$ cat config.mk
export PLATFORM = sky130hd
export DESIGN_NAME = mrij_ctrl
export DESIGN_NICKNAME = d
export VERILOG_FILES = /design/src/rtl/mrij_ctrl.sv
export SDC_FILE = /design/constraint.sdc
export NUM_CORES = 1
export LEC_CHECK = 0
export CORE_MARGIN = 2
export CORE_UTILIZATION = 39
export CTS_BUF_LIST = sky130_fd_sc_hd__clkbuf_8
export CTS_CLUSTER_DIAMETER = 150
export CTS_CLUSTER_SIZE = 25
export DETAILED_ROUTE_END_ITERATION = 6
export PLACE_DENSITY = 0.74
export SETUP_SLACK_MARGIN = 0.15
export SLEW_MARGIN = 0
export SYNTH_ARGS = -nofsm -noshare
export SYNTH_HDL_FRONTEND = slang
export SYNTH_SLANG_ARGS = --single-unit
$ cat constraint.sdc
create_clock -name clk -period 1.8 [get_ports clk]
set_clock_uncertainty 0.1 [all_clocks]
set_input_delay 0.27 -clock clk [delete_from_list [all_inputs] [get_ports clk]]
set_output_delay 0.27 -clock clk [all_outputs]
set_load 0.01 [all_outputs]
$ cat src/rtl/mrij_ctrl.sv
// mrij_ctrl: multicycle Moore control FSM for the MIPS R/I/J datapath.
// Define MRIJ_CTRL_JAL_EN to decode jal (OP=000011) into a JAL state.
module mrij_ctrl (
  input  logic       clk,
  input  logic       rst,
  input  logic [5:0] OP,
  input  logic [5:0] func,
  input  logic       ZF,
  output logic       PC_Write,
  output logic       IR_Write,
  output logic       Mem_Write,
  output logic       Write_Reg,
  output logic [1:0] w_r_s,
  output logic [1:0] wr_data_s,
  output logic       rs2_imm_s,
  output logic       imm_s,
  output logic [1:0] PC_s,
  output logic [2:0] ALU_OP,
  output logic       Instr_Done,
  output logic       Illegal
);
  localparam logic [3:0] S_IDLE   = 4'd0;
  localparam logic [3:0] S_FETCH  = 4'd1;
  localparam logic [3:0] S_DECODE = 4'd2;
  localparam logic [3:0] S_EXEC_R = 4'd3;
  localparam logic [3:0] S_EXEC_I = 4'd4;
  localparam logic [3:0] S_ADDR   = 4'd5;
  localparam logic [3:0] S_MEM_RD = 4'd6;
  localparam logic [3:0] S_MEM_WR = 4'd7;
  localparam logic [3:0] S_WB_R   = 4'd8;
  localparam logic [3:0] S_WB_I   = 4'd9;
  localparam logic [3:0] S_WB_LW  = 4'd10;
  localparam logic [3:0] S_BRANCH = 4'd11;
  localparam logic [3:0] S_JUMP   = 4'd12;
`ifdef MRIJ_CTRL_JAL_EN
  localparam logic [3:0] S_JAL    = 4'd13;
`endif
  localparam logic [2:0] A_AND = 3'b000;
  localparam logic [2:0] A_OR  = 3'b001;
  localparam logic [2:0] A_ADD = 3'b010;
  localparam logic [2:0] A_SUB = 3'b011;
  localparam logic [2:0] A_XOR = 3'b100;
  localparam logic [2:0] A_NOR = 3'b101;
  localparam logic [2:0] A_SLT = 3'b110;
  localparam logic [2:0] A_SLL = 3'b111;
  logic [3:0] state_q, state_d, dec_next;
  logic [2:0] r_alu, i_alu;
  logic       r_ok, i_sext;
  always_comb begin
    r_ok  = 1'b1;
    r_alu = A_AND;
    case (func)
      6'b100000: r_alu = A_ADD;
      6'b100010: r_alu = A_SUB;
      6'b100100: r_alu = A_AND;
      6'b100101: r_alu = A_OR;
      6'b100110: r_alu = A_XOR;
      6'b100111: r_alu = A_NOR;
      6'b101010: r_alu = A_SLT;
      6'b000000: r_alu = A_SLL;
      default:   r_ok  = 1'b0;
    endcase
  end
  always_comb begin
    i_alu  = OP == 6'b001000 ? A_ADD :
             OP == 6'b001100 ? A_AND :
             OP == 6'b001101 ? A_OR  :
             OP == 6'b001110 ? A_XOR : A_SLT;
    i_sext = OP == 6'b001000 || OP == 6'b001010;
  end
  // Unsupported encodings fall back to FETCH; DECODE flags them as Illegal.
  always_comb begin
    dec_next = S_FETCH;
    case (OP)
      6'b000000: dec_next = r_ok ? S_EXEC_R : S_FETCH;
      6'b001000, 6'b001100, 6'b001101, 6'b001110, 6'b001010: dec_next = S_EXEC_I;
      6'b100011, 6'b101011: dec_next = S_ADDR;
      6'b000100, 6'b000101: dec_next = S_BRANCH;
      6'b000010: dec_next = S_JUMP;
`ifdef MRIJ_CTRL_JAL_EN
      6'b000011: dec_next = S_JAL;
`endif
      default:   dec_next = S_FETCH;
    endcase
  end
  always_comb begin
    state_d = S_FETCH;
    case (state_q)
      S_IDLE:   state_d = S_FETCH;
      S_FETCH:  state_d = S_DECODE;
      S_DECODE: state_d = dec_next;
      S_EXEC_R: state_d = S_WB_R;
      S_EXEC_I: state_d = S_WB_I;
      S_ADDR:   state_d = OP == 6'b101011 ? S_MEM_WR : S_MEM_RD;
      S_MEM_RD: state_d = S_WB_LW;
      default:  state_d = S_FETCH;
    endcase
  end
  always_ff @(posedge clk)
    if (rst) state_q <= S_IDLE;
    else     state_q <= state_d;
  // Reset gating is combinational so no strobe leaks out in a reset cycle.
  always_comb begin
    {PC_Write, IR_Write, Mem_Write, Write_Reg, w_r_s, wr_data_s,
     rs2_imm_s, imm_s, PC_s, ALU_OP, Instr_Done, Illegal} = '0;
    case (state_q)
      S_FETCH: {IR_Write, PC_Write} = 2'b11;
      S_DECODE: Illegal = dec_next == S_FETCH;
      S_EXEC_R: ALU_OP = r_alu;
      S_WB_R: begin
        ALU_OP     = r_alu;
        Write_Reg  = 1'b1;
        w_r_s      = 2'b01;
        Instr_Done = 1'b1;
      end
      S_EXEC_I: {rs2_imm_s, imm_s, ALU_OP} = {1'b1, i_sext, i_alu};
      S_WB_I: begin
        {rs2_imm_s, imm_s, ALU_OP} = {1'b1, i_sext, i_alu};
        Write_Reg  = 1'b1;
        Instr_Done = 1'b1;
      end
      S_ADDR, S_MEM_RD: {rs2_imm_s, imm_s, ALU_OP} = {2'b11, A_ADD};
      S_MEM_WR: begin
        {rs2_imm_s, imm_s, ALU_OP} = {2'b11, A_ADD};
        Mem_Write  = 1'b1;
        Instr_Done = 1'b1;
      end
      S_WB_LW: begin
        Write_Reg  = 1'b1;
        wr_data_s  = 2'b01;
        Instr_Done = 1'b1;
      end
      S_BRANCH: begin
        ALU_OP     = A_SUB;
        PC_s       = 2'b01;
        PC_Write   = (OP == 6'b000100 && ZF) || (OP == 6'b000101 && !ZF);
        Instr_Done = 1'b1;
      end
      S_JUMP: {PC_Write, PC_s, Instr_Done} = {1'b1, 2'b10, 1'b1};
`ifdef MRIJ_CTRL_JAL_EN
      S_JAL: begin
        Write_Reg  = 1'b1;
        w_r_s      = 2'b10;
        wr_data_s  = 2'b10;
        PC_Write   = 1'b1;
        PC_s       = 2'b10;
        Instr_Done = 1'b1;
      end
`endif
      default: Illegal = 1'b0;
    endcase
    if (rst)
      {PC_Write, IR_Write, Mem_Write, Write_Reg, w_r_s, wr_data_s,
       rs2_imm_s, imm_s, PC_s, ALU_OP, Instr_Done, Illegal} = '0;
  end
endmodule

==> results.tsv, run 1 <==
metric	value	unit
ys_dominant_reg_cell	sky130_fd_sc_hd__dfxtp_1	
ys_top_cells_by_count	sky130_fd_sc_hd__nor2_1, sky130_fd_sc_hd__o21ai_0, sky130_fd_sc_hd__a21oi_1	
critPathRequiredTime	1.43	ns
yosys-top-cells-area	sky130_fd_sc_hd__dfxtp_1, sky130_fd_sc_hd__nor2_1, sky130_fd_sc_hd__o21ai_0	
floorplan.die_area	0.00234	mm2
route.vias.total	1580	
track_usage	35.9	%
layout_setup_ws	-0.339	ns
timing.critical_path.fanout_max	5	
core-area	0.00190	mm2
dpl.hpwl	2360	um
antenna_violations_before_repair	0	
final-max-slew-violation-count	0	
initial_utilization	40.3	%
detail-route-antenna-nets	0	
criticalPathCategory	reg -> out	
count_of_unique_library_cells_instantiated_by_yosys	46	
synth_seq_cells	4	
synth_top_area_share	10.4	%
drt_iter0_drc	126	
period_needed	2.14	ns
rsz0062_at_grt	true	
global_route_wire_length_before_repair	6640	um
fin_crit_sh	119	%
critical_path_buf_inv_count	1	
die_boundary_height	48.3	um
avgSynthCellArea	6.45	um2
grt_pass1_vias	1405	
die-width	48.3	um
clkTransAtPathRegs	0.03	ns
port_buffers	29	
ctsHoldBuffers	0	
status	finished with violations	
synth_largest_area_cell	sky130_fd_sc_hd__dfxtp_1	
overflow	0	
hold_class	reg -> reg	
cts_tree	yes	
wl_per_cell	24.8	um
final_layout_size_suffix_gt1_share	61.1	%
register_with_the_highest_flop_count	state_q	
pwr_per_cell_area	396	mW/mm2
drt_wl_total	5710	um
grt_max_degree	9	
number_of_endpoints_with_negative_hold_slack_in_the_final_report	0	
clock-sinks	4	
largest_reg_flops	4	
critical_path.startpoint_type	register	
violations	negative setup slack	
ioPinCount	32	
cts-buffers-inserted	3	
num_rows	16	
largest_registers	state_q: 4 flops	
insertedDiodeCount	0	
finalNetCount	220	
arrival	1.77	ns
syn_to_final_growth	135	%
post-place-ws	-0.861	ns
remaining_drc_errors	0	
post_synth_inst_count	119	
gp_routability_congestion	0.910	
ir_drop	532	uV
drt-pass1-iter-count	5	
synth-seq-area-share	10.4	%
filler_cell_count	51	
timing.critical_path.max_delay_family	simple AND/OR/NAND/NOR gates	
standby_leakage_power	0.799	nW
cpPeakStageDelay	0.45	ns
clock_tree.buffer_depth	2	
synth_warnings	0	
cell_at_the_slowest_stage_of_the_critical_path	sky130_fd_sc_hd__or3b_4	
route.detailed.vias_per_inst	6.87	
worstSkewPairLatency	0.23	ns
yosysMostFrequentCell	sky130_fd_sc_hd__nor2_1	
cts.root.buffer_cell	sky130_fd_sc_hd__clkbuf_8	
utilization_of_the_core_after_routing	94.6	%
path_cells	or3b_4 -> nor3_4 -> a211oi_1 -> a311oi_2 -> buf_2	
syn-cell-area	767	um2
setup-violations-final	11	
share_of_synthesized_registers_carrying_an_async_set_or_reset	0	%
synth_enable_flop_cells	0	
max-cap-violations	0	
critPathCaptureType	output pin	
max_freq	468	MHz
ctsHtreeMaxLevel	1	
## cell type report
| class | count | area, um2 | area share (%) |
|---|---|---|---|
| repair buffers | 88 | 723 | 40.2 |
| inverters | 5 | 18.8 | 1.04 |
| well taps | 27 | 33.8 | 1.88 |
| clock buffers | 3 | 41.3 | 2.29 |
| flip-flops and latches | 4 | 95.1 | 5.29 |
| multi-input cells | 103 | 887 | 49.3 |
## path summary, 6_finish.rpt
check                             start               endpoint  slack [ns]  depth (start not counted)
setup reg to reg  state_q[0]$_SDFF_PP0_  state_q[1]$_SDFF_PP0_        0.04                          6
setup / recovery  state_q[0]$_SDFF_PP0_              ALU_OP[1]       -0.34                          5
hold / removal    state_q[2]$_SDFF_PP0_  state_q[1]$_SDFF_PP0_        0.56                          3
hold reg to reg   state_q[2]$_SDFF_PP0_  state_q[1]$_SDFF_PP0_        0.56                          3
## stage by stage
step / TNS, ns / cells / hold slack, ns / instance area (um2) / total power [W]
2_1_floorplan: 0 / 120 / 0.357 / 798 / 0.000215
6_report: -1.45 / 230 / 0.561 / 1800 / 0.000713
5_1_grt: -1.89 / 230 / 0.561 / 1800 / 0.000735
3_3_place_gp: -7.13 / 209 / 0.636 / 1390 / 0.000364
4_1_cts: -0.482 / 221 / 0.518 / 1590 / 0.000605
3_5_place_dp: -7.79 / 209 / 0.638 / 1390 / 0.000372
## metal layers
layer | wire, um | GRT usage [%]
met1 | 1850 | 38.3
met5 | 0 | 0
met3 | 718 | 3.40
met4 | 573 | 19.0
met2 | 2570 | 69.2
## power by group
part	internal (W)	switching, W
clock	0.000144	0.0000592
combinational	0.000190	0.000213
sequential	0.0000947	0.0000126
## worst register-to-register path, cell delays in order (launching register included)
cell and delay (ns):
sky130_fd_sc_hd__dfxtp_4 0.36, sky130_fd_sc_hd__buf_4 0.15, sky130_fd_sc_hd__buf_6 0.13, sky130_fd_sc_hd__nand2b_4 0.16, sky130_fd_sc_hd__or4_1 0.41, sky130_fd_sc_hd__a221o_1 0.32
sky130_fd_sc_hd__nand2_1 0.07
## cells in the final DEF (no fill, tap or decap), drive strengths merged, types with 2 or more instances in the layout
| cell type | count |
|---|---|
| buf | 75 |
| nor2 | 21 |
| o21ai | 11 |
| dlygate4sd2 | 9 |
| a21oi | 8 |
| nand2 | 6 |
| nor3 | 6 |
| inv | 5 |
| clkbuf | 5 |
| nor2b | 4 |
| dfxtp | 4 |
| nand2b | 4 |
| nand3 | 3 |
| nand3b | 2 |
| or3b | 2 |
| o2111ai | 2 |
| a211oi | 2 |
| a22oi | 2 |
| conb | 2 |
| xnor2 | 2 |
| nor3b | 2 |
| a31o | 2 |
## cells by family (layout without fill, tap and decap cells)
family                 Yosys count  in the layout  synth area share, %
AO/OA/AOI/OAI                   40             40                 37.7
XOR/XNOR                         2              2                 2.28
buffers and inverters           13             96                 7.50
flip-flops                       4              4                 10.4
other                            1              2                0.489
AND/OR/NAND/NOR                 59             59                 41.6
## what timing repair did
item                       in CTS  in global routing
setup endpoints to repair      18                 17
setup buffers                   9                  9
pin swaps                      19                 10
gates resized for setup       123                 39
(Power assumes the default switching activity.)
==> run 2, diff against run 1 <==
--- a/config.mk
+++ b/config.mk
@@ -5,13 +5,14 @@
 export SDC_FILE = /design/constraint.sdc
 export NUM_CORES = 1
 export LEC_CHECK = 0
+export CAP_MARGIN = 20
 export CORE_MARGIN = 2
-export CORE_UTILIZATION = 39
+export CORE_UTILIZATION = 40
 export CTS_BUF_LIST = sky130_fd_sc_hd__clkbuf_8
 export CTS_CLUSTER_DIAMETER = 150
 export CTS_CLUSTER_SIZE = 25
 export DETAILED_ROUTE_END_ITERATION = 6
-export PLACE_DENSITY = 0.74
+export PLACE_DENSITY = 0.83
 export SETUP_SLACK_MARGIN = 0.15
 export SLEW_MARGIN = 0
 export SYNTH_ARGS = -nofsm -noshare
==> results.tsv, run 2 <==
metric	value	unit	change
syn-cell-area	767	um2	unchanged
gp_routability_congestion	0.842		was 0.910
crit_endpoint	ALU_OP[0]		
yosys-top-cells-area	sky130_fd_sc_hd__dfxtp_1, sky130_fd_sc_hd__nor2_1, sky130_fd_sc_hd__o21ai_0		unchanged
die-width	47.8	um	was 48.3 um
synth_largest_area_cell	sky130_fd_sc_hd__dfxtp_1		unchanged
clock_tree.buffer_depth	2		unchanged
worst_endpoint_type	top-level output		
avgSynthCellArea	6.45	um2	unchanged
synth-seq-area-share	10.4	%	unchanged
synth_seq_cells	4		unchanged
dpl.hpwl	2270	um	was 2360 um
dpl.cell_count	201		was 209
outcome.stop_stage	global routing (5_1_grt)		
synth_top_area_share	10.4	%	unchanged
stop_error	[ERROR DPL-0038] Utilization greater than 100%, impossible to legalize		
ys_top_cells_by_count	sky130_fd_sc_hd__nor2_1, sky130_fd_sc_hd__o21ai_0, sky130_fd_sc_hd__a21oi_1		unchanged
num_rows	15		was 16
ioPinCount	32		unchanged
die_boundary_height	47.8	um	was 48.3 um
cts-buffers-inserted	3		unchanged
placedInstanceArea	0.00134	mm2	was 0.00139 mm2
yosysMostFrequentCell	sky130_fd_sc_hd__nor2_1		unchanged
cts.root.buffer_cell	sky130_fd_sc_hd__clkbuf_8		unchanged
port_buffers	29		unchanged
status	did not finish		was finished with violations
ys_dominant_reg_cell	sky130_fd_sc_hd__dfxtp_1		unchanged
count_of_unique_library_cells_instantiated_by_yosys	46		unchanged
synth_enable_flop_cells	0		unchanged
initial_utilization	43.5	%	was 40.3%
grt_max_degree	11		
synth_warnings	0		unchanged
clock-sinks	4		unchanged
share_of_synthesized_registers_carrying_an_async_set_or_reset	0	%	unchanged
post_synth_inst_count	119		unchanged
ctsHoldBuffers	0		unchanged
ctsHtreeMaxLevel	1		unchanged
## run 2: cell counts after synthesis
Identical to the previous run, type by type.
## run 2: stage by stage
step / setup WS, ns / hold WS, ns
CTS: -0.169 / 0.558
floorplan: 0.0884 / 0.357
global placement: -0.825 / 0.584
detailed placement: -0.881 / 0.585
## run 2: kinds of logic after synthesis
logic type | synth area share, %
xor gates and xnor gates | 2.28
buffers and inverters | 7.50
AOI/OAI and AO/OA | 37.7
and+or+nand+nor | 41.6
other | 0.489
DFF | 10.4
## run 2: repair_timing
action | 4_1_cts
pin swaps | 23
resized for setup | 136
buffers inserted | 11
endpoints found under the setup margin | 16
==> run 3, diff against run 2 <==
==> config.mk (replaced) <==
export PLATFORM = sky130hd
export DESIGN_NAME = mrij_ctrl
export DESIGN_NICKNAME = d
export VERILOG_FILES = /design/src/rtl/mrij_ctrl.sv
export SDC_FILE = /design/constraint.sdc
export NUM_CORES = 1
export LEC_CHECK = 0
export CAP_MARGIN = 20
export CORE_AREA = 2 2 63 65
export DETAILED_ROUTE_END_ITERATION = 6
export DIE_AREA = 0 0 65 67
export PLACE_DENSITY_LB_ADDON = 0.15
export SLEW_MARGIN = 0
export SYNTH_ARGS = -nofsm -noshare
export SYNTH_HDL_FRONTEND = slang
export SYNTH_SLANG_ARGS = --single-unit
==> results.tsv, run 3 (synthesis results as in run 1) <==
metric	value	unit	change
status	finished with violations		was did not finish
violations	negative setup slack		
period_needed	1.98	ns	
placedInstanceArea	0.00147	mm2	was 0.00134 mm2
layout.cells.most_common_list	sky130_fd_sc_hd__buf_4, sky130_fd_sc_hd__nor2_1, sky130_fd_sc_hd__buf_6		
wl_per_cell	13.2	um	
syn_to_final_growth	119	%	
insertedDiodeCount	0		
mostFrequentLayoutCell	sky130_fd_sc_hd__buf_4		
cpPeakStageDelay	0.43	ns	
timing.critical_path.fanout_max	3		
worstSkewPairLatency	0.21	ns	
total_power	0.000605	W	
drt-pass1-iter-count	4		
clock_tree.buffer_depth	2		unchanged
path_cells	or3b_4 -> o21ai_1 -> nand3b_1 -> o32ai_2 -> buf_2		
clock-sinks	4		unchanged
die_boundary_height	67	um	was 47.8 um
arrival	1.61	ns	
gp_routability_congestion	0.771		was 0.842
standby_leakage_power	0.744	nW	
num_rows	22		was 15
largest_registers	state_q: 4 flops		
drt_iter0_drc	23		
initial_utilization	21.3	%	was 43.5%
hold_class	in -> reg		
fin_crit_sh	110	%	
dpl.hpwl	2510	um	was 2270 um
final-max-slew-violation-count	0		
clkTransAtPathRegs	0.03	ns	
filler_cell_count	378		
ir_drop	302	uV	
detail-route-antenna-nets	0		
route.detailed.vias_per_inst	4.81		
ctsHtreeMaxLevel	1		unchanged
cts-buffers-inserted	3		unchanged
finalNetCount	219		
critical_path_buf_inv_count	1		
port_buffers	29		unchanged
timing.critical_path.max_delay_family	simple AND/OR/NAND/NOR gates		
global_route_wire_length_before_repair	5400	um	
cts.root.buffer_cell	sky130_fd_sc_hd__clkbuf_8		unchanged
finalSetupTns	-0.782	ns	
track_usage	15.4	%	
setup-violations-final	7		
cell_at_the_slowest_stage_of_the_critical_path	sky130_fd_sc_hd__or3b_4		
combined_area_of_the_multi_input_logic_cells	774	um2	
number_of_endpoints_with_negative_hold_slack_in_the_final_report	0		
critPathCaptureType	output pin		
fin_area	0.00168	mm2	
max_freq	505	MHz	
criticalPathCategory	reg -> out		
grt_max_degree	14		
register_with_the_highest_flop_count	state_q		
drt_wl_total	3290	um	
critical_path.startpoint_type	register		
final_layout_size_suffix_gt1_share	54.0	%	
antenna_violations_before_repair	0		
r2r_slack	0.17	ns	
layout.area.seq	85.1	um2	
layout_setup_ws	-0.180	ns	
ioPinCount	32		unchanged
rsz0062_at_grt	true		
core-area	0.00361	mm2	
overflow	0		
utilization_of_the_core_after_routing	46.5	%	
pwr_per_cell_area	360	mW/mm2	
route.vias.total	1203		
remaining_drc_errors	0		
grt_pass1_vias	1235		
die-width	65	um	was 47.8 um
cts_tree	yes		
largest_reg_flops	4		
critPathRequiredTime	1.43	ns	
max-cap-violations	0		
worst_hold_path_startpoint	rst		
floorplan.die_area	0.00436	mm2	
worst_r2r_startpoint	state_q[3]$_SDFF_PP0_		
timing_startpoint_of_the_critical_path	state_q[1]$_SDFF_PP0_		
==> run 3: worst min-delay path: stages <==
cell and delay, ns:
sky130_fd_sc_hd__dlygate4sd2_1 0.25, sky130_fd_sc_hd__buf_4 0.16, sky130_fd_sc_hd__buf_4 0.12, sky130_fd_sc_hd__a21oi_1 0.05
==> run 3: report_power, final <==
group	switching [W]	internal, W	total [W]
clock	0.0000402	0.000142	0.000182
sequential	0.00000650	0.0000973	0.000104
combinational	0.000150	0.000169	0.000319
==> run 3: what timing repair did <==
| action | 4_1_cts | 5_1_grt |
|---|---|---|
| hold buffers | 0 | 0 |
| resized for setup | 103 | 19 |
| pin swaps | 13 | 6 |
| setup buffers | 7 | 2 |
| gates cloned | 0 | 0 |
| endpoints found under the setup margin | 16 | 15 |
| hold endpoints to repair | 0 | 0 |
==> run 3: layout make-up <==
| cell class | count | share of cell area [%] |
|---|---|---|
| Sequential cell | 4 | 5.07 |
| Tap cell | 48 | 3.58 |
| Clock buffer | 3 | 2.46 |
| Inverter | 5 | 1.12 |
| Multi-Input combinational cell | 103 | 46.2 |
| Timing Repair Buffer | 87 | 41.6 |
==> run 3: worst paths after layout <==
path                            to  cells after the start
max                      ALU_OP[0]                      5
min          state_q[0]$_SDFF_PP0_                      4
max reg2reg  state_q[1]$_SDFF_PP0_                      5
min reg2reg  state_q[3]$_SDFF_PP0_                      3
==> run 3: metal layers <==
layer  up-vias  share of wire (%)  routed length (um)  GRT usage, %
met3         2                2.9                  95         0.845
li1        610                  -                   -             -
met2        24                 51                1690          28.7
met4         0               0.79                  26          3.46
met5         -                  0                   0             0
met1       567                 45                1480          19.2
==> run 3: metrics by stage <==
stage / hold WS, ns / std cells / setup WS (ns)
after floorplan: 0.357 / 120 / 0.0199
after global placement: 0.597 / 239 / -0.826
after detailed placement: 0.590 / 239 / -0.857
after global routing: 0.617 / 250 / -0.245
final: 0.577 / 250 / -0.180
after CTS: 0.558 / 249 / -0.181
